$ cat src/rtl/calc_pkg.sv
// Shared keycodes, operator and state encodings for the keypad calculator core.
package calc_pkg;

  localparam logic [4:0] KEY_ADD = 5'h10;
  localparam logic [4:0] KEY_SUB = 5'h11;
  localparam logic [4:0] KEY_MUL = 5'h12;
  localparam logic [4:0] KEY_NEG = 5'h13;
  localparam logic [4:0] KEY_EQ  = 5'h14;
  localparam logic [4:0] KEY_CLR = 5'h15;

  typedef enum logic [1:0] {OP_NONE, OP_ADD, OP_SUB, OP_MUL} op_t;
  typedef enum logic [1:0] {ST_ENTRY, ST_COMPUTE, ST_RESULT} state_t;

  function automatic op_t key_to_op(input logic [4:0] key);
    case (key)
      KEY_ADD: return OP_ADD;
      KEY_SUB: return OP_SUB;
      KEY_MUL: return OP_MUL;
      default: return OP_NONE;
    endcase
  endfunction

endpackage

$ cat src/rtl/calc_core_param_if.sv
// Keypad-event input and display-status output bundle of the calculator core.
interface calc_core_param_if #(parameter int WIDTH = 16);
  logic             newkey;
  logic [4:0]       keycode;
  logic [WIDTH-1:0] display;
  logic             sign;
  logic             ovw;
  logic             busy;

  modport master (output newkey, keycode, input display, sign, ovw, busy);
  modport slave  (input newkey, keycode, output display, sign, ovw, busy);
endinterface

$ cat src/rtl/calc_mul_seq.sv
// Shift-add magnitude multiplier: one partial product per cycle, the first
// one taken on the start edge so done pulses exactly WIDTH cycles later.
module calc_mul_seq #(
  parameter int WIDTH = 16
) (
  input  logic                 clock,
  input  logic                 reset,
  input  logic                 start,
  input  logic [WIDTH-1:0]     a,
  input  logic [WIDTH-1:0]     b,
  output logic                 done,
  output logic [2*WIDTH-1:0]   product
);

  localparam int CNT_W = $clog2(WIDTH);

  logic [WIDTH-1:0] mcand_q, mcand_d;
  logic [WIDTH-1:0] hi_q, hi_d;
  logic [WIDTH-1:0] lo_q, lo_d;
  logic [CNT_W-1:0] cnt_q, cnt_d;
  logic             run_q, run_d;
  logic             done_q, done_d;

  // One iteration: conditionally add the multiplicand, then shift {carry,hi,lo} right.
  function automatic logic [2*WIDTH-1:0] step(input logic [WIDTH-1:0] hi,
                                              input logic [WIDTH-1:0] lo,
                                              input logic [WIDTH-1:0] mc);
    logic [WIDTH:0] sum;
    sum = {1'b0, hi} + (lo[0] ? {1'b0, mc} : '0);
    return {sum, lo[WIDTH-1:1]};
  endfunction

  always_comb begin
    // NOTE: every signal gets a default first so no path leaves it unassigned (no latch).
    mcand_d = mcand_q;
    hi_d    = hi_q;
    lo_d    = lo_q;
    cnt_d   = cnt_q;
    run_d   = run_q;
    done_d  = 1'b0;
    if (start) begin
      mcand_d      = a;
      {hi_d, lo_d} = step('0, b, a);
      cnt_d        = CNT_W'(WIDTH - 1);
      run_d        = 1'b1;
    end else if (run_q) begin
      {hi_d, lo_d} = step(hi_q, lo_q, mcand_q);
      cnt_d        = cnt_q - CNT_W'(1);
      if (cnt_q == CNT_W'(1)) begin
        run_d  = 1'b0;
        done_d = 1'b1;
      end
    end
  end

  // NOTE: sequential state uses non-blocking assignments so all flops update together.
  always_ff @(posedge clock or negedge reset) begin
    if (!reset) begin
      mcand_q <= '0;
      hi_q    <= '0;
      lo_q    <= '0;
      cnt_q   <= '0;
      run_q   <= 1'b0;
      done_q  <= 1'b0;
    end else begin
      mcand_q <= mcand_d;
      hi_q    <= hi_d;
      lo_q    <= lo_d;
      cnt_q   <= cnt_d;
      run_q   <= run_d;
      done_q  <= done_d;
    end
  end

  assign done    = done_q;
  assign product = {hi_q, lo_q};

endmodule

$ cat src/rtl/calc_core_param.sv
// Sign-magnitude keypad calculator core: operand entry, chained add/sub/mul,
// overflow tracking and display selection.
module calc_core_param
  import calc_pkg::*;
#(
  parameter int WIDTH  = 16,
  parameter int DIGITS = WIDTH / 4
) (
  input  logic              clock,
  input  logic              reset,
  calc_core_param_if.slave  bus
);

  localparam int CNT_W = $clog2(DIGITS + 1);
  localparam logic [CNT_W-1:0] DIGITS_C = CNT_W'(DIGITS);

  typedef struct packed {
    logic             neg;
    logic [WIDTH-1:0] mag;
  } sm_t;

  function automatic sm_t norm(input logic neg, input logic [WIDTH-1:0] mag);
    sm_t r;
    r.neg = neg & (|mag);
    r.mag = mag;
    return r;
  endfunction

  state_t           state_q, state_d;
  sm_t              entry_q, entry_d, acc_q, acc_d, disp_q, disp_d;
  op_t              pend_q, pend_d, after_q, after_d;
  logic             ovw_q, ovw_d, show_acc_q, show_acc_d;
  logic [CNT_W-1:0] cnt_q, cnt_d;

  logic               mul_start, mul_done;
  logic [2*WIDTH-1:0] mul_prod;

  calc_mul_seq #(.WIDTH(WIDTH)) u_mul (
    .clock   (clock),
    .reset   (reset),
    .start   (mul_start),
    .a       (acc_q.mag),
    .b       (entry_q.mag),
    .done    (mul_done),
    .product (mul_prod)
  );

  // Sign-magnitude add/sub on WIDTH+1 bits; the larger magnitude sets the sign.
  logic           b_neg, as_neg, as_ovf, mul_ovf;
  logic [WIDTH:0] as_mag;
  sm_t            as_res, mul_res;

  always_comb begin
    b_neg  = entry_q.neg ^ (pend_q == OP_SUB);
    as_neg = acc_q.neg;
    if (acc_q.neg == b_neg) begin
      as_mag = {1'b0, acc_q.mag} + {1'b0, entry_q.mag};
    end else if (acc_q.mag >= entry_q.mag) begin
      as_mag = {1'b0, acc_q.mag} - {1'b0, entry_q.mag};
    end else begin
      as_mag = {1'b0, entry_q.mag} - {1'b0, acc_q.mag};
      as_neg = b_neg;
    end
    as_ovf  = as_mag[WIDTH];
    as_res  = norm(as_neg, as_mag[WIDTH-1:0]);
    mul_ovf = |mul_prod[2*WIDTH-1:WIDTH];
    mul_res = norm(acc_q.neg ^ entry_q.neg, mul_prod[WIDTH-1:0]);
  end

  logic key_ok, is_digit, is_op, fin, fin_ovf;
  op_t  key_op, fin_next;
  sm_t  fin_val;

  always_comb begin
    state_d    = state_q;
    entry_d    = entry_q;
    acc_d      = acc_q;
    pend_d     = pend_q;
    after_d    = after_q;
    ovw_d      = ovw_q;
    show_acc_d = show_acc_q;
    cnt_d      = cnt_q;
    mul_start  = 1'b0;
    fin        = 1'b0;
    fin_next   = OP_NONE;
    fin_val    = acc_q;
    fin_ovf    = 1'b0;
    key_ok     = bus.newkey && (state_q != ST_COMPUTE);
    is_digit   = ~bus.keycode[4];
    key_op     = key_to_op(bus.keycode);
    is_op      = (key_op != OP_NONE);

    case (state_q)
      ST_ENTRY: if (key_ok) begin
        if (is_digit) begin
          show_acc_d = 1'b0;
          if (cnt_q < DIGITS_C) begin
            entry_d.mag = {entry_q.mag[WIDTH-5:0], bus.keycode[3:0]};
            cnt_d       = cnt_q + CNT_W'(1);
          end
        end else if (bus.keycode == KEY_NEG) begin
          entry_d.neg = ~entry_q.neg;
          show_acc_d  = 1'b0;
        end else if (is_op || bus.keycode == KEY_EQ) begin
          if (pend_q == OP_MUL) begin
            mul_start = 1'b1;
            after_d   = key_op;
            state_d   = ST_COMPUTE;
          end else begin
            fin      = 1'b1;
            fin_next = key_op;
            fin_ovf  = (pend_q != OP_NONE) && as_ovf;
            fin_val  = (pend_q == OP_NONE) ? norm(entry_q.neg, entry_q.mag) : as_res;
          end
        end
      end
      ST_COMPUTE: if (mul_done) begin
        fin      = 1'b1;
        fin_next = after_q;
        fin_val  = mul_res;
        fin_ovf  = mul_ovf;
      end
      ST_RESULT: if (key_ok) begin
        if (is_digit) begin
          acc_d              = '0;
          ovw_d              = 1'b0;
          entry_d            = '0;
          entry_d.mag[3:0]   = bus.keycode[3:0];
          cnt_d              = CNT_W'(1);
          show_acc_d         = 1'b0;
          state_d            = ST_ENTRY;
        end else if (is_op) begin
          pend_d  = key_op;
          state_d = ST_ENTRY;
        end else if (bus.keycode == KEY_NEG) begin
          acc_d.neg = ~acc_q.neg & (|acc_q.mag);
        end
      end
      default: state_d = ST_ENTRY;
    endcase

    // A finished operation lands in acc; a trailing op key keeps entering, EQ shows the result.
    if (fin) begin
      acc_d      = fin_val;
      ovw_d      = ovw_q | fin_ovf;
      pend_d     = fin_next;
      state_d    = (fin_next == OP_NONE) ? ST_RESULT : ST_ENTRY;
      entry_d    = '0;
      cnt_d      = '0;
      show_acc_d = 1'b1;
    end

    if (key_ok && bus.keycode == KEY_CLR) begin
      state_d    = ST_ENTRY;
      entry_d    = '0;
      acc_d      = '0;
      pend_d     = OP_NONE;
      after_d    = OP_NONE;
      ovw_d      = 1'b0;
      show_acc_d = 1'b0;
      cnt_d      = '0;
    end

    disp_d = (state_d == ST_COMPUTE) ? disp_q : (show_acc_d ? acc_d : entry_d);
  end

  always_ff @(posedge clock or negedge reset) begin
    if (!reset) begin
      state_q    <= ST_ENTRY;
      entry_q    <= '0;
      acc_q      <= '0;
      disp_q     <= '0;
      pend_q     <= OP_NONE;
      after_q    <= OP_NONE;
      ovw_q      <= 1'b0;
      show_acc_q <= 1'b0;
      cnt_q      <= '0;
    end else begin
      state_q    <= state_d;
      entry_q    <= entry_d;
      acc_q      <= acc_d;
      disp_q     <= disp_d;
      pend_q     <= pend_d;
      after_q    <= after_d;
      ovw_q      <= ovw_d;
      show_acc_q <= show_acc_d;
      cnt_q      <= cnt_d;
    end
  end

  assign bus.display = disp_q.mag;
  assign bus.sign    = disp_q.neg;
  assign bus.ovw     = ovw_q;
  assign bus.busy    = (state_q == ST_COMPUTE);

endmodule

$ cat src/flat_wrapper.sv
// flat-port wrapper written by rule: the top's interface ports become plain ports
module calc_core_param_flat import calc_pkg::*;
#(
  parameter int WIDTH  = 16,
  parameter int DIGITS = WIDTH / 4
)
  (clock, reset, bus_newkey, bus_keycode, bus_display, bus_sign, bus_ovw, bus_busy);
  calc_core_param_if #(.WIDTH(WIDTH)) bus_i ();
  input  logic clock;
  input  logic reset;
  input wire logic [$bits(bus_i.newkey)-1:0] bus_newkey;
  input wire logic [$bits(bus_i.keycode)-1:0] bus_keycode;
  output wire logic [$bits(bus_i.display)-1:0] bus_display;
  output wire logic [$bits(bus_i.sign)-1:0] bus_sign;
  output wire logic [$bits(bus_i.ovw)-1:0] bus_ovw;
  output wire logic [$bits(bus_i.busy)-1:0] bus_busy;
  assign bus_i.newkey = bus_newkey;
  assign bus_i.keycode = bus_keycode;
  assign bus_display = bus_i.display;
  assign bus_sign = bus_i.sign;
  assign bus_ovw = bus_i.ovw;
  assign bus_busy = bus_i.busy;
  calc_core_param #(.WIDTH(WIDTH), .DIGITS(DIGITS)) u_core (.clock(clock), .reset(reset), .bus(bus_i));
endmodule
$ cat config.mk
export PLATFORM = sky130hd
export DESIGN_NAME = calc_core_param_flat
export DESIGN_NICKNAME = d
export VERILOG_FILES = /design/src/rtl/calc_pkg.sv /design/src/rtl/calc_core_param_if.sv /design/src/rtl/calc_mul_seq.sv /design/src/rtl/calc_core_param.sv /design/src/flat_wrapper.sv
export SDC_FILE = /design/constraint.sdc
export NUM_CORES = 1
export LEC_CHECK = 0
export BUFFER_PORTS_ARGS = -buffer_cell sky130_fd_sc_hd__buf_2
export CAP_MARGIN = 20
export CELL_PAD_IN_SITES_DETAIL_PLACEMENT = 1
export CELL_PAD_IN_SITES_GLOBAL_PLACEMENT = 1
export CORE_MARGIN = 3
export CORE_UTILIZATION = 30
export CTS_CLUSTER_SIZE = 30
export DETAILED_ROUTE_END_ITERATION = 6
export PLACE_DENSITY = 0.55
export SLEW_MARGIN = 5
export SYNTH_ARGS = -nofsm -noshare
export SYNTH_HDL_FRONTEND = slang
export SYNTH_SLANG_ARGS = --single-unit
export TNS_END_PERCENT = 5
$ cat constraint.sdc
create_clock -name clock -period 3.65 [get_ports clock]
set_input_delay 0.365 -clock clock [delete_from_list [all_inputs] [get_ports clock]]
set_output_delay 0.365 -clock clock [all_outputs]
set_load 0.02 [all_outputs]
==> results.md, run 1 <==
- The first global-routing pass estimated 61600 microns of wire.
- Counting flops with an async set or reset pin after synthesis yields a share of 100%.
- At the pin with the least slew margin, the transition time is 1010 ps.
- The clock sink count is 116.
- The routed design uses 1620 microns of met3 wire.
- The clock transition at the registers of the reported paths is 60 ps.
- The logic gate share of total power is 69.7%.
- After synthesis, the cell types taking the most area are sky130_fd_sc_hd__dfrtp_1 31%, sky130_fd_sc_hd__ha_1 9.0%, sky130_fd_sc_hd__a21oi_1 5.5%.
- The layout overhead on the synthesized area is 29.9%.
- The gate count of the mapped netlist is 1131.
- In this run the power density over the cells is 981 nW/um^2.
- The sequential power share is 15.6%.
- The HPWL after detailed placement is 31900 microns.
- Setup repair after global routing could not meet its margin everywhere.
- The number of global-route vias before repair is 10.0k.
- The net switching share of the total power is 46.4%.
- The top-area cell type share of the netlist area is 31.3%.
- The final max-slew violation count is 0.
- Cells with a size suffix above 1 make up 25.4% of the layout.
- The cell area after synthesis is 9270 sq um.
- 0 antenna diodes ended up in the layout.
- The routed length on met1 is 17900 microns.
- The floorplan die area is 33000 sq um.
- The vertical extent of the die is 182 microns.
- Max-cap violations in this run came to 0.
- The type of the most critical hold path is primary input to async pin.
- The data arrival time at the worst-slack endpoint is 4120 ps.
- The worst setup path is launched from a register.
- The die boundary width is 182 microns.
- In the synthesized netlist the dominant register cell turns out to be sky130_fd_sc_hd__dfrtp_1.
- The flip-flop and latch count after synthesis is 116.
- Setup violations remaining at the end of the flow were counted as 3.
- At the worst endpoint, the required time is 3960 ps.
- The via count is 9566.
- The number of top-level design ports is 27.
- Row generation in the floorplan step produced 63 rows.
- The largest area contributor in the netlist is sky130_fd_sc_hd__dfrtp_1.
- The initial cell density of the core is 30.9%.
- The congestion estimate from routability-driven global placement came to 0.945.
- The average footprint of a synthesized cell is 8.19 sq um.
- The met2 layer wire length in the routed design is 19600 microns.
- The worst slew margin relative to its limit is 32.5%.
- In the post-route analysis, the smallest setup slack over all paths is -162 ps.
- In the layout the commonest cells are 217 x sky130_fd_sc_hd__buf_4, 115 x sky130_fd_sc_hd__nor2_1, 115 x sky130_fd_sc_hd__dfrtp_1.
- The number of warning messages in the yosys log is 0.
- The flow ran to the end, but the final reports show violations.
- The maximum root-to-sink buffer count is 2.
- Synthesis produced a netlist with a net count of 1210.
- After detailed routing, the number of vias per cell comes to 5.53.
- In the final design database the tool counted 1406 nets.
- The core region is 30000 sq um.
- The total routing usage reported by global routing is 24.3%.
- The worst reg-to-reg setup slack is -160 ps.
- The highest signal layer in the routed design is met4.
- The post-layout minimum cycle time is 3810 ps.
- The maximum level of the CTS H-tree is 4.
- The final setup skew is 17.8 ps.
- For this run, the detailed router's first-pass iteration total came to 5.
- The portion of total power attributed to the clock network is 14.7%.
- Based on the critical path, the design can be clocked at up to 0.262 GHz.
- The count of endpoints failing hold in the final timing report is 0.
- Entering global routing, the biggest net connects 67 pins.
- The final reports fail on setup timing.
- The number of library cell types mapped by synthesis is 81.
- For this design the static power due to leakage is 0.00564 uW.
- In this run the power spent charging and discharging nets is 5470 uW.
- Prior to clock tree synthesis, the placed netlist has a worst setup slack of -392 ps.
- The number of placed instances, taps included, is 1693.
- The category of the worst setup path capture point is a register.
- The library cell used most frequently in the layout, excluding fill and tap cells, is sky130_fd_sc_hd__buf_4.
- After detailed routing, the average wire length per cell comes to 23.3 microns.
- The worst-case IR drop observed on VDD is 370 uV.
- The number of antenna violations at the first check in global routing is 3.
- The critical path is of the register to register type.
- Of all nets on the critical path, the largest fanout is 7.
- The port buffer count is 26.
- The number of enable flip-flop cells after synthesis is 0.
- Fill cells in the final layout number 3586.
- TritonCTS created 17 clock buffers.
- In this run the remaining antenna-violating nets after routing total 0.
- TritonCTS built the clock tree.
- The routed design has 40300 microns of wire.
- In the finished design, the share of the clock period the worst path needs comes to 104%.
- The clock tree root driver cell is sky130_fd_sc_hd__clkbuf_16.
- In this run, the number of DRC markers left after iteration 0 of detailed routing was 875.
- The internal power contribution is 6330 uW.
- After detailed routing, the number of remaining DRC violations is 0.
- The hold buffer count at CTS is 0.
- The aggregate global routing overflow is 0.
- Excluding fillers, the count of instances in the completed layout stands at 1730.
- The sequential share of the synthesized area is 31.3%.
- The clock insertion delay at the later pin of the skew report is 430 ps.
-- synth_stat cells, types with 12 or more instances --
| library cell | number |
|---|---|
| sky130_fd_sc_hd__xnor2_1 | 12 |
| sky130_fd_sc_hd__a21o_1 | 19 |
| sky130_fd_sc_hd__clkbuf_1 | 50 |
| sky130_fd_sc_hd__nand2_1 | 100 |
| sky130_fd_sc_hd__a21oi_1 | 102 |
| sky130_fd_sc_hd__o21ai_0 | 63 |
| sky130_fd_sc_hd__a31oi_1 | 24 |
| sky130_fd_sc_hd__a211oi_1 | 17 |
| sky130_fd_sc_hd__ha_1 | 67 |
| sky130_fd_sc_hd__nand3_1 | 25 |
| sky130_fd_sc_hd__and2_1 | 21 |
| sky130_fd_sc_hd__mux2i_1 | 46 |
| sky130_fd_sc_hd__inv_1 | 63 |
| sky130_fd_sc_hd__nor4_1 | 28 |
| sky130_fd_sc_hd__dfrtp_1 | 116 |
| sky130_fd_sc_hd__nor3_1 | 25 |
| sky130_fd_sc_hd__nor2_1 | 116 |
-- critical path, stage by stage, from the launching register on --
cell and delay (ps):
sky130_fd_sc_hd__dfrtp_1 390, sky130_fd_sc_hd__inv_1 190, sky130_fd_sc_hd__ha_2 360, sky130_fd_sc_hd__nand4_1 90, sky130_fd_sc_hd__buf_4 150, sky130_fd_sc_hd__nor3_4 70
sky130_fd_sc_hd__a2111oi_4 410, sky130_fd_sc_hd__or2b_4 240, sky130_fd_sc_hd__a21boi_0 160, sky130_fd_sc_hd__or4_1 470, sky130_fd_sc_hd__a211oi_1 320, sky130_fd_sc_hd__buf_4 190
sky130_fd_sc_hd__nand4_1 110, sky130_fd_sc_hd__or3_1 380, sky130_fd_sc_hd__and2_1 160
-- sequential cells by signal, summed over array words and instances, names as in the netlist, 2 cells and up --
name,count
u_core.state_q,2
u_core.bus.display,16
u_core.entry_q,17
u_core.u_mul.mcand_q,16
u_core.u_mul.lo_q,16
u_core.pend_q,2
u_core.cnt_q,3
u_core.u_mul.hi_q,16
u_core.after_q,2
u_core.acc_q,17
u_core.u_mul.cnt_q,4
-- path summary, 6_finish.rpt --
kind / start / to / cells past startpoint
hold / removal: reset / u_core.cnt_q[1] / 1
setup reg to reg: u_core.acc_q[5] / u_core.acc_q[16] / 14
min in group clock: bus_keycode[2] / u_core.after_q[1] / 2
max in group asynchronous: reset / u_core.bus.ovw / 2
setup / recovery: u_core.acc_q[5] / u_core.acc_q[16] / 14
hold reg to reg: u_core.u_mul.mcand_q[13] / u_core.u_mul.mcand_q[13] / 2
-- metal layers --
layer,vias up,track usage [%]
li1,4515,-
met1,4784,31.7
met2,203,41.6
met3,64,3.75
met4,0,7.19
met5,-,0
-- logic make-up (layout without fill, tap and decap cells) --
logic type / count (synthesis) / after routing / share of synthesized area, %
AOI/OAI and AO/OA: 350 / 350 / 25.2
xor gates and xnor gates: 21 / 21 / 1.98
adders and majority gates: 72 / 72 / 10.0
buffers and inverters: 131 / 340 / 5.63
DFF: 116 / 116 / 31.3
muxes: 47 / 47 / 5.09
and+or+nand+nor: 394 / 394 / 20.8
-- timing repair --
| item | 4_1_cts | 5_1_grt |
|---|---|---|
| resized for setup | 24 | 15 |
| endpoints found under the hold margin | 0 | 0 |
| setup buffers | 5 | 0 |
| endpoints found under the setup margin | 15 | 14 |
| pin swaps | 8 | 1 |
-- area by class of cell --
cell class | count | area (sq um) | share of cell area (%)
multi-input combinational | 884 | 6020 | 50.0
sequential | 116 | 2900 | 24.1
timing repair buffer | 243 | 1770 | 14.7
tap | 390 | 488 | 4.05
clock buffer | 22 | 484 | 4.02
inverter | 65 | 244 | 2.03
clock inverter | 10 | 121 | 1.01
-- power by group through the flow --
stage | Sequential [uW] | Combinational, uW | Clock, uW
floorplan | 1930 | 3790 | 0
global placement | 1840 | 7660 | 0
detailed placement | 1860 | 7740 | 0
CTS | 1840 | 8070 | 1760
global route | 1870 | 8870 | 1830
finish | 1840 | 8230 | 1740
-- metrics by stage --
step	setup TNS, ps	instance area [sq um]	power (uW)	hold slack (ps)	util, %
after floorplan	-222	9280	5720	69.4	-
after global placement	-1570	11200	9500	455	37.4
after detailed placement	-2100	11200	9590	463	37.4
after CTS	-208	12000	11700	48.8	39.9
after global routing	-1240	12000	12600	82.8	40.1
final	-223	12000	11800	11.0	40.1
(Power assumes the default switching activity.)
==> inputs of run 2 (changes only) <==
--- a/config.mk
+++ b/config.mk
@@ -15,3 +15,3 @@
 export DETAILED_ROUTE_END_ITERATION = 6
-export PLACE_DENSITY = 0.55
+export PLACE_DENSITY_LB_ADDON = 0.25
 export SLEW_MARGIN = 5
@@ -19,2 +19,3 @@
 export SYNTH_HDL_FRONTEND = slang
+export SYNTH_HIERARCHICAL = 1
 export SYNTH_SLANG_ARGS = --single-unit
--- a/constraint.sdc
+++ b/constraint.sdc
@@ -3,2 +3,2 @@
 set_output_delay 0.365 -clock clock [all_outputs]
-set_load 0.02 [all_outputs]
+set_load 0.05 [all_outputs]
==> results.md, run 2 <==
- The run finished with clean final reports.
- The post-detailed-route wirelength per cell is 23.7 microns (+1.8%).
- The flip-flop and latch count after synthesis was 116 (unchanged).
- The final critical-path share of the clock period is 97.9% (-6.6 points).
- sky130_fd_sc_hd__dfrtp_1 takes more of the synthesized area than any other cell.
- STA classifies the critical path startpoint as a register.
- The maximum level of the CTS H-tree came to 4 (unchanged).
- The aggregate global routing overflow is 0 (unchanged).
- The TritonCTS clock tree is built.
- The HPWL after detailed placement is 29900 microns (-6.4%).
- The area of the core region came to 29900 sq um (-0.53%).
- The die boundary width is 181 microns (-0.42%).
- The clock tree root driver cell is sky130_fd_sc_hd__clkbuf_16.
- The internal power contribution came to 5720 uW (-9.7%).
- For this run, the leading register cell type out of synthesis is sky130_fd_sc_hd__dfrtp_1.
- The cell leakage power is 0.00501 uW (-11%).
- The sequential power share was 17.0% (+1.4 points).
- The total clock buffers created by CTS is 17 (unchanged).
- The maximum root-to-sink buffer count is 2 (unchanged).
- The type of the most critical hold path is primary input to register.
- The worst reg-to-reg setup slack is 80 ps (+240 ps).
- The number of warning messages in the yosys log is 6 (+6).
- The achievable clock frequency is 0.280 GHz (+6.7%).
- The count of endpoints failing hold in the final timing report is 0 (unchanged).
- The share of post-route cells with drive strength above 1 is 20.4% (-5.0 points).
- The number of antenna violations at the first check in global routing was 0 (-3).
- The floorplan die area came to 32800 sq um (-0.83%).
- The number of iterations in the first detailed-routing pass is 6 (+1).
- The maximum number of pins on one net before global-route repair is 52 (-22%).
- The total power came to 11300 uW (-4.3%).
- The cell area after synthesis was 9190 sq um (-0.86%).
- The library cells used most frequently in the layout, excluding fill and tap cells, are 121 x sky130_fd_sc_hd__buf_4, 117 x sky130_fd_sc_hd__nand2_1, 114 x sky130_fd_sc_hd__dfrtp_1.
- The actual slew at the worst max-slew pin is 803 ps (-210 ps).
- The number of enable flip-flop cells after synthesis is 0 (unchanged).
- The final RePlAce weighted congestion is 0.967 (+2.3%).
- The number of top-level design ports was 27 (unchanged).
- The data arrival time at the worst-slack endpoint is 3890 ps (-230 ps).
- The power per cell area came to 990 nW/um^2 (+0.96%).
- The port buffer count is 26 (unchanged).
- The net switching power figure is 5580 uW (+1.9%).
- The post-layout minimum cycle time was 3570 ps (-240 ps).
- The layout overhead on the synthesized area is 24.2%.
- The total routing usage reported by global routing is 23.5% (-0.83 points).
- The sequential share of the synthesized area is 31.6% (+0.27 points).
- The via count is 9455 (-1.2%).
- The total nets after synthesis was 1206 (-0.33%).
- The average footprint of a synthesized cell is 8.15 sq um (-0.51%).
- The delay of the slowest cell on the worst path is 580 ps (+110 ps).
- The number of vias per cell was 5.78 (+4.6%).
- The worst slew margin relative to its limit was 46.0% (+13 points).
- The number of routed nets with antenna violations came to 0 (unchanged).
- The overall routed net length came to 38800 microns (-3.8%).
- The number of library cell types mapped by synthesis is 84 (+3.7%).
- The type of the worst setup path is register to register.
- The gate count of the mapped netlist came to 1127 (-0.35%).
- The net count reported at finish is 1311 (-6.8%).
- The clock transition at the registers of the reported paths is 60 ps (about the same).
- The clock sink count is 116 (unchanged).
- The biggest fanout along the worst timing path is 13 (+6).
- The largest individual stage delay along the critical path comes from the cell sky130_fd_sc_hd__a2111oi_0.
- Yosys attributes the largest share of cell area to sky130_fd_sc_hd__dfrtp_1 32%, sky130_fd_sc_hd__ha_1 9.1%, sky130_fd_sc_hd__a21oi_1 5.3%.
- The most used standard cell by instance count after synthesis is sky130_fd_sc_hd__nand2_1.
- The final setup skew was 15.4 ps (-2.34 ps).
- The vertical extent of the die is 181 microns (-0.42%).
- The final max-slew violation count came to 0 (unchanged).
- The top-area cell type share of the netlist area is 31.6% (+0.27 points).
- The library cell used most frequently in the layout, excluding fill and tap cells, is sky130_fd_sc_hd__buf_4.
- The fraction of registers with async set or reset after synthesis is 100% (unchanged).
- The initial cell density of the core came to 30.8% (-0.11 points).
- The number of antenna cells inserted is 0 (unchanged).
- The clock insertion delay at the later pin of the skew report is 430 ps (about the same).
- The logic gate share of total power is 66.6% (-3.1 points).
- The DRC violation count after routing is 0 (unchanged).
- The core utilization of the finished layout is 38.2% (-1.9 points).
- The largest registers in the layout are u_core/acc_q x17, u_core/entry_q x17.
- The number of global-route vias before repair was 9824 (-2.1%).
- The first-pass GRT wire length is 60000 microns (-2.6%).
- The required time of the critical path is 3960 ps (about the same).
- The detailed router's first-iteration violation count is 875 (unchanged).
- The critical path goes through inv_1, ha_1, buf_12, buf_4, or2_2, a31oi_1, o31ai_1, a2111oi_0, o32ai_1, xor2_1, o21ai_1, o211ai_1, o31a_1.
- The highest ir drop seen on vdd is 481 uV (+30%).
- The portion of total power attributed to the clock network is 16.4% (+1.7 points).
- The number of core rows is 63 (unchanged).
- The max-capacitance violation count is 0 (unchanged).
- The worst setup path is captured at a register.
- The net switching share of the total power was 49.4% (+3.0 points).
- Ranked by instance count, the synthesized netlist is headed by 117 x sky130_fd_sc_hd__nand2_1, 116 x sky130_fd_sc_hd__dfrtp_1, 98 x sky130_fd_sc_hd__a21oi_1, 91 x sky130_fd_sc_hd__nor2_1, 80 x sky130_fd_sc_hd__o21ai_0.
- The setup-violating endpoint count in the final report is 0 (-3).
[run 2: cell types whose count changed after synthesis, moves of 11 or more]
cell / before / now
sky130_fd_sc_hd__o22ai_1: 5 / 16
sky130_fd_sc_hd__nor2_1: 116 / 91
sky130_fd_sc_hd__mux2i_1: 46 / 25
sky130_fd_sc_hd__nand2_1: 100 / 117
sky130_fd_sc_hd__mux2_2: 1 / 16
sky130_fd_sc_hd__nand2b_1: 7 / 19
sky130_fd_sc_hd__o21ai_0: 63 / 80
[run 2: repair_timing]
item	in CTS	in global routing
gates resized for setup	1	49
endpoints found under the hold margin	42	0
pin swaps	0	18
setup buffers	0	5
hold buffers	1	0
setup endpoints to repair	1	14
[run 2: critical path, delay by kind of cell, from the launching register on]
| family | cells | cell delay (ps) |
|---|---|---|
| buf+inv | 3 | 410 |
| fa+ha+maj | 1 | 350 |
| flops | 1 | 370 |
| simple gates | 1 | 300 |
| xor+xnor | 1 | 220 |
| compound gates | 7 | 1820 |
[run 2: cell families (layout without fill, tap and decap cells)]
logic type,count (synthesis),after routing,share of synthesized area (%)
compound gates,362,362,25.5
xor+xnor,23,23,2.19
fa+ha+maj,72,72,10.1
buf+inv,130,248,5.67
flops,116,116,31.6
mux,41,41,4.68
simple gates,383,383,20.3
[run 2: final timing paths]
check | from | end | depth (start not counted)
max | u_core/entry_q[6] | u_core/bus.display[15] | 13
min | bus_keycode[2] | u_core/after_q[0] | 2
max reg2reg | u_core/entry_q[6] | u_core/bus.display[15] | 13
min reg2reg | u_core/bus.display[7] | u_core/bus.display[7] | 2
max in group asynchronous | reset | u_core/acc_q[12] | 3
min in group asynchronous | reset | u_core/bus.display[0] | 2
[run 2: area by class of cell]
cell class,instances,area (sq um)
well taps,390,488
multi-input cells,881,6020
inverters,65,244
fillers,3540,18500
clock inverters,13,193
clock buffers,19,453
repair buffers,151,1110
flip-flops and latches,116,2910
[run 2: layer usage]
layer | global-route usage (%) | wire length [microns] | vias to the layer above
met5 | 0 | 0 | -
met4 | 5.70 | 665 | 0
met3 | 3.81 | 2230 | 47
met2 | 36.3 | 17300 | 305
met1 | 34.3 | 18600 | 4788
li1 | - | - | 4315
[run 2: through the flow]
step	cells	setup slack, ps	hold slack, ps	cell area [sq um]	setup TNS, ps
after floorplan	1127	304	69.4	9190	0
after global placement	1597	31.4	430	10500	0
after detailed placement	1597	-6.60	427	10500	-6.60
after CTS	1630	6.06	224	11100	0
after global routing	1635	-83.2	250	11400	-160
final	1635	78.2	237	11400	0
[run 2: power by group through the flow]
stage | registers (uW) | clock network (uW) | logic [uW]
after floorplan | 2150 | 0 | 3700
after global placement | 1910 | 0 | 6840
after detailed placement | 1920 | 0 | 6850
after CTS | 1910 | 1880 | 6900
after global routing | 1970 | 1940 | 8030
final | 1920 | 1860 | 7520
==> inputs of run 3 (changes only) <==
- HOLD_SLACK_MARGIN: default -> 0.15
- SYNTH_HIERARCHICAL: 1 -> default
==> results.md, run 3 (synthesis results as in run 1) <==
- The required time of the critical path came to 3960 ps (about the same).
- The final critical-path share of the clock period is 103% (+5.4 points).
- The number of vias per cell came to 5.61 (-3.0%).
- The count of endpoints failing hold in the final timing report came to 0 (unchanged).
- In this run the most used layer during global routing was met2.
- The area of the core region is 30000 sq um (+0.53%).
- The vertical extent of the die is 182 microns (+0.42%).
- The number of antenna cells inserted is 0 (unchanged).
- The port buffer count is 26 (unchanged).
- The aggregate global routing overflow is 0 (unchanged).
- The post-detailed-route wirelength per cell is 23.0 microns (-2.9%).
- The final setup skew was 11.5 ps (-3.96 ps).
- In the layout the commonest cells are 213 x sky130_fd_sc_hd__buf_4, 114 x sky130_fd_sc_hd__nor2_1, 114 x sky130_fd_sc_hd__dfrtp_1.
- The data arrival time at the worst-slack endpoint is 4080 ps (+190 ps).
- The via count is 9689 (+2.5%).
- The core utilization of the finished layout is 40.3% (+2.1 points).
- The cell leakage power is 0.00566 uW (+13%).
- The overall routed net length came to 39800 microns (+2.6%).
- The largest registers in the layout are u_core.acc_q x17, u_core.entry_q x17.
- STA classifies the critical path endpoint as a register.
- The worst hold path cell count is 2 (unchanged).
- The share of post-route cells with drive strength above 1 was 26.0% (+5.6 points).
- The layout overhead on the synthesized area is 30.7%.
- The net count reported at finish is 1404 (+7.1%).
- The actual slew at the worst max-slew pin was 894 ps (+91.2 ps).
- The achievable clock frequency is 0.265 GHz (-5.2%).
- The number of fill cells in the layout is 3574 (+0.96%).
- The run finished, with violations left.
- The maximum root-to-sink buffer count came to 2 (unchanged).
- Setup repair after global routing could not meet its margin everywhere.
- TritonCTS built the clock tree.
- The clock sink count is 116 (unchanged).
- The number of top-level design ports is 27 (unchanged).
- The number of core rows is 63 (unchanged).
- The post-placement setup slack is -347 ps (-340 ps).
- The most common cell after layout, fill and taps aside is sky130_fd_sc_hd__buf_4.
- The total clock buffers created by CTS is 17 (unchanged).
- The HPWL after detailed placement was 31300 microns (+4.6%).
- The final reports fail on setup timing.
- The startpoint type of the worst setup path is a register.
- The max-capacitance violation count is 0 (unchanged).
- The total routing usage reported by global routing came to 23.7% (+0.29 points).
- The clock tree root driver cell is sky130_fd_sc_hd__clkbuf_16.
- The clock transition at the registers of the reported paths is 60 ps (about the same).
- The setup-violating endpoint count in the final report is 3 (+3).
- The type of the worst setup path is register to register.
- The final RePlAce weighted congestion is 0.961 (-0.54%).
- The highest ir drop seen on vdd was 360 uV (-25%).
- The initial cell density of the core is 30.9% (+0.11 points).
- The final max-slew violation count was 0 (unchanged).
- The number of antenna violations at the first check in global routing is 3 (+3).
- The worst slew margin relative to its limit is 40.4% (-5.6 points).
- The number of global-route vias before repair was 10.0k (+2.2%).
- The floorplan die area came to 33000 sq um (+0.84%).
- The cell count of the worst reg-to-reg path came to 14 (+1).
- The global-route met3 utilization came to 3.75% (-0.059 points).
- The detailed router's first-iteration violation count came to 689 (-21%).
- The number of routed nets with antenna violations is 0 (unchanged).
- The worst hold path belongs to the class primary input to register.
- The first-pass GRT wire length is 60400 microns (+0.71%).
- The number of iterations in the first detailed-routing pass is 5 (-1).
- The DRC violation count after routing was 0 (unchanged).
- The met2 usage was 41.0% (+4.7 points).
- The power per cell area is 1010 nW/um^2 (+2.1%).
- The fraction of met1 tracks used by global routing is 30.4% (-3.8 points).
- The maximum level of the CTS H-tree is 4 (unchanged).
- The post-layout minimum cycle time is 3770 ps (+196 ps).
- The maximum number of pins on one net before global-route repair came to 117 (+130%).
- The die boundary width is 182 microns (+0.42%).
- The worst path setup slack after routing is -117 ps (-196 ps).
- The biggest fanout along the worst timing path came to 3 (-10).
- The clock insertion delay at the later pin of the skew report is 420 ps (about the same).
run 3: changes by cell type in the layout (fill, tap and decap cells not counted), moves of 6 or more:
cell / delta
sky130_fd_sc_hd__o22ai_1: -11
sky130_fd_sc_hd__nand2b_1: -13
sky130_fd_sc_hd__mux2i_1: +22
sky130_fd_sc_hd__nand3b_1: +6
sky130_fd_sc_hd__o21ai_0: -21
sky130_fd_sc_hd__mux2_2: -15
sky130_fd_sc_hd__nor2_1: +24
sky130_fd_sc_hd__buf_4: +92
sky130_fd_sc_hd__nand2_1: -18
sky130_fd_sc_hd__a21oi_1: +6
run 3: repair_timing:
action	CTS	global route
buffers inserted	6	1
gates resized for setup	28	25
endpoints found under the hold margin	116	0
hold buffers	1	0
pin swaps	11	9
setup endpoints to repair	11	16
run 3: final cells by class:
| class | instances | area, sq um | share of cell area (%) |
|---|---|---|---|
| Clock buffer | 17 | 425 | 3.51 |
| Timing Repair Buffer | 241 | 1770 | 14.7 |
| Inverter | 65 | 244 | 2.01 |
| Tap cell | 390 | 488 | 4.03 |
| Multi-Input combinational cell | 884 | 6080 | 50.2 |
| Sequential cell | 116 | 2910 | 24.0 |
| Clock inverter | 15 | 195 | 1.61 |
run 3: final timing paths:
path / endpoint / slack (ps) / startpoint
setup / recovery: u_core.acc_q[16] / -120 / u_core.entry_q[0]
hold / removal: u_core.after_q[1] / 230 / bus_keycode[2]
setup reg to reg: u_core.acc_q[16] / -120 / u_core.entry_q[0]
hold reg to reg: u_core.bus.display[3] / 480 / u_core.bus.display[3]
max in group asynchronous: u_core.u_mul.run_q / 2570 / reset
min in group asynchronous: u_core.cnt_q[0] / 580 / reset
run 3: layer usage:
metal	vias to the layer above	wire (microns)	part of all wire (%)
met5	-	13	0.033
met4	2	1370	3.4
met3	82	2060	5.2
met2	284	19400	49
met1	4817	16900	43
li1	4504	-	-
run 3: where the power goes:
part           switching (uW)  total [uW]  leakage [uW]  internal [uW]
clock network             691        1790      0.000303           1100
logic                    4830        8630       0.00386           3800
registers                 259        1820       0.00150           1560
total                    5780       12200       0.00566           6460
run 3: per-stage QoR:
step / area (sq um) / cells / hold slack (ps) / total power [uW] / setup TNS (ps)
2_1_floorplan: 9280 / 1131 / 69.4 / 5870 / -222
3_3_place_gp: 11200 / 1688 / 456 / 9650 / -915
3_5_place_dp: 11200 / 1688 / 468 / 9790 / -1460
4_1_cts: 12000 / 1727 / 220 / 11900 / -139
5_1_grt: 12100 / 1728 / 234 / 12900 / -791
6_report: 12100 / 1728 / 226 / 12200 / -215
run 3: worst max-delay path, stage by stage, from the launching register on:
cell                       delay (ps)
sky130_fd_sc_hd__dfrtp_1          380
sky130_fd_sc_hd__inv_1             80
sky130_fd_sc_hd__ha_1             170
sky130_fd_sc_hd__inv_1             60
sky130_fd_sc_hd__fa_2             340
sky130_fd_sc_hd__a21o_1           190
sky130_fd_sc_hd__a22o_1           230
sky130_fd_sc_hd__o41ai_4          280
sky130_fd_sc_hd__nand3b_1         150
sky130_fd_sc_hd__mux2i_1           90
sky130_fd_sc_hd__or4b_1           500
sky130_fd_sc_hd__and2_1           180
sky130_fd_sc_hd__or4b_4           500
sky130_fd_sc_hd__or3_1            350
sky130_fd_sc_hd__and2_1           160
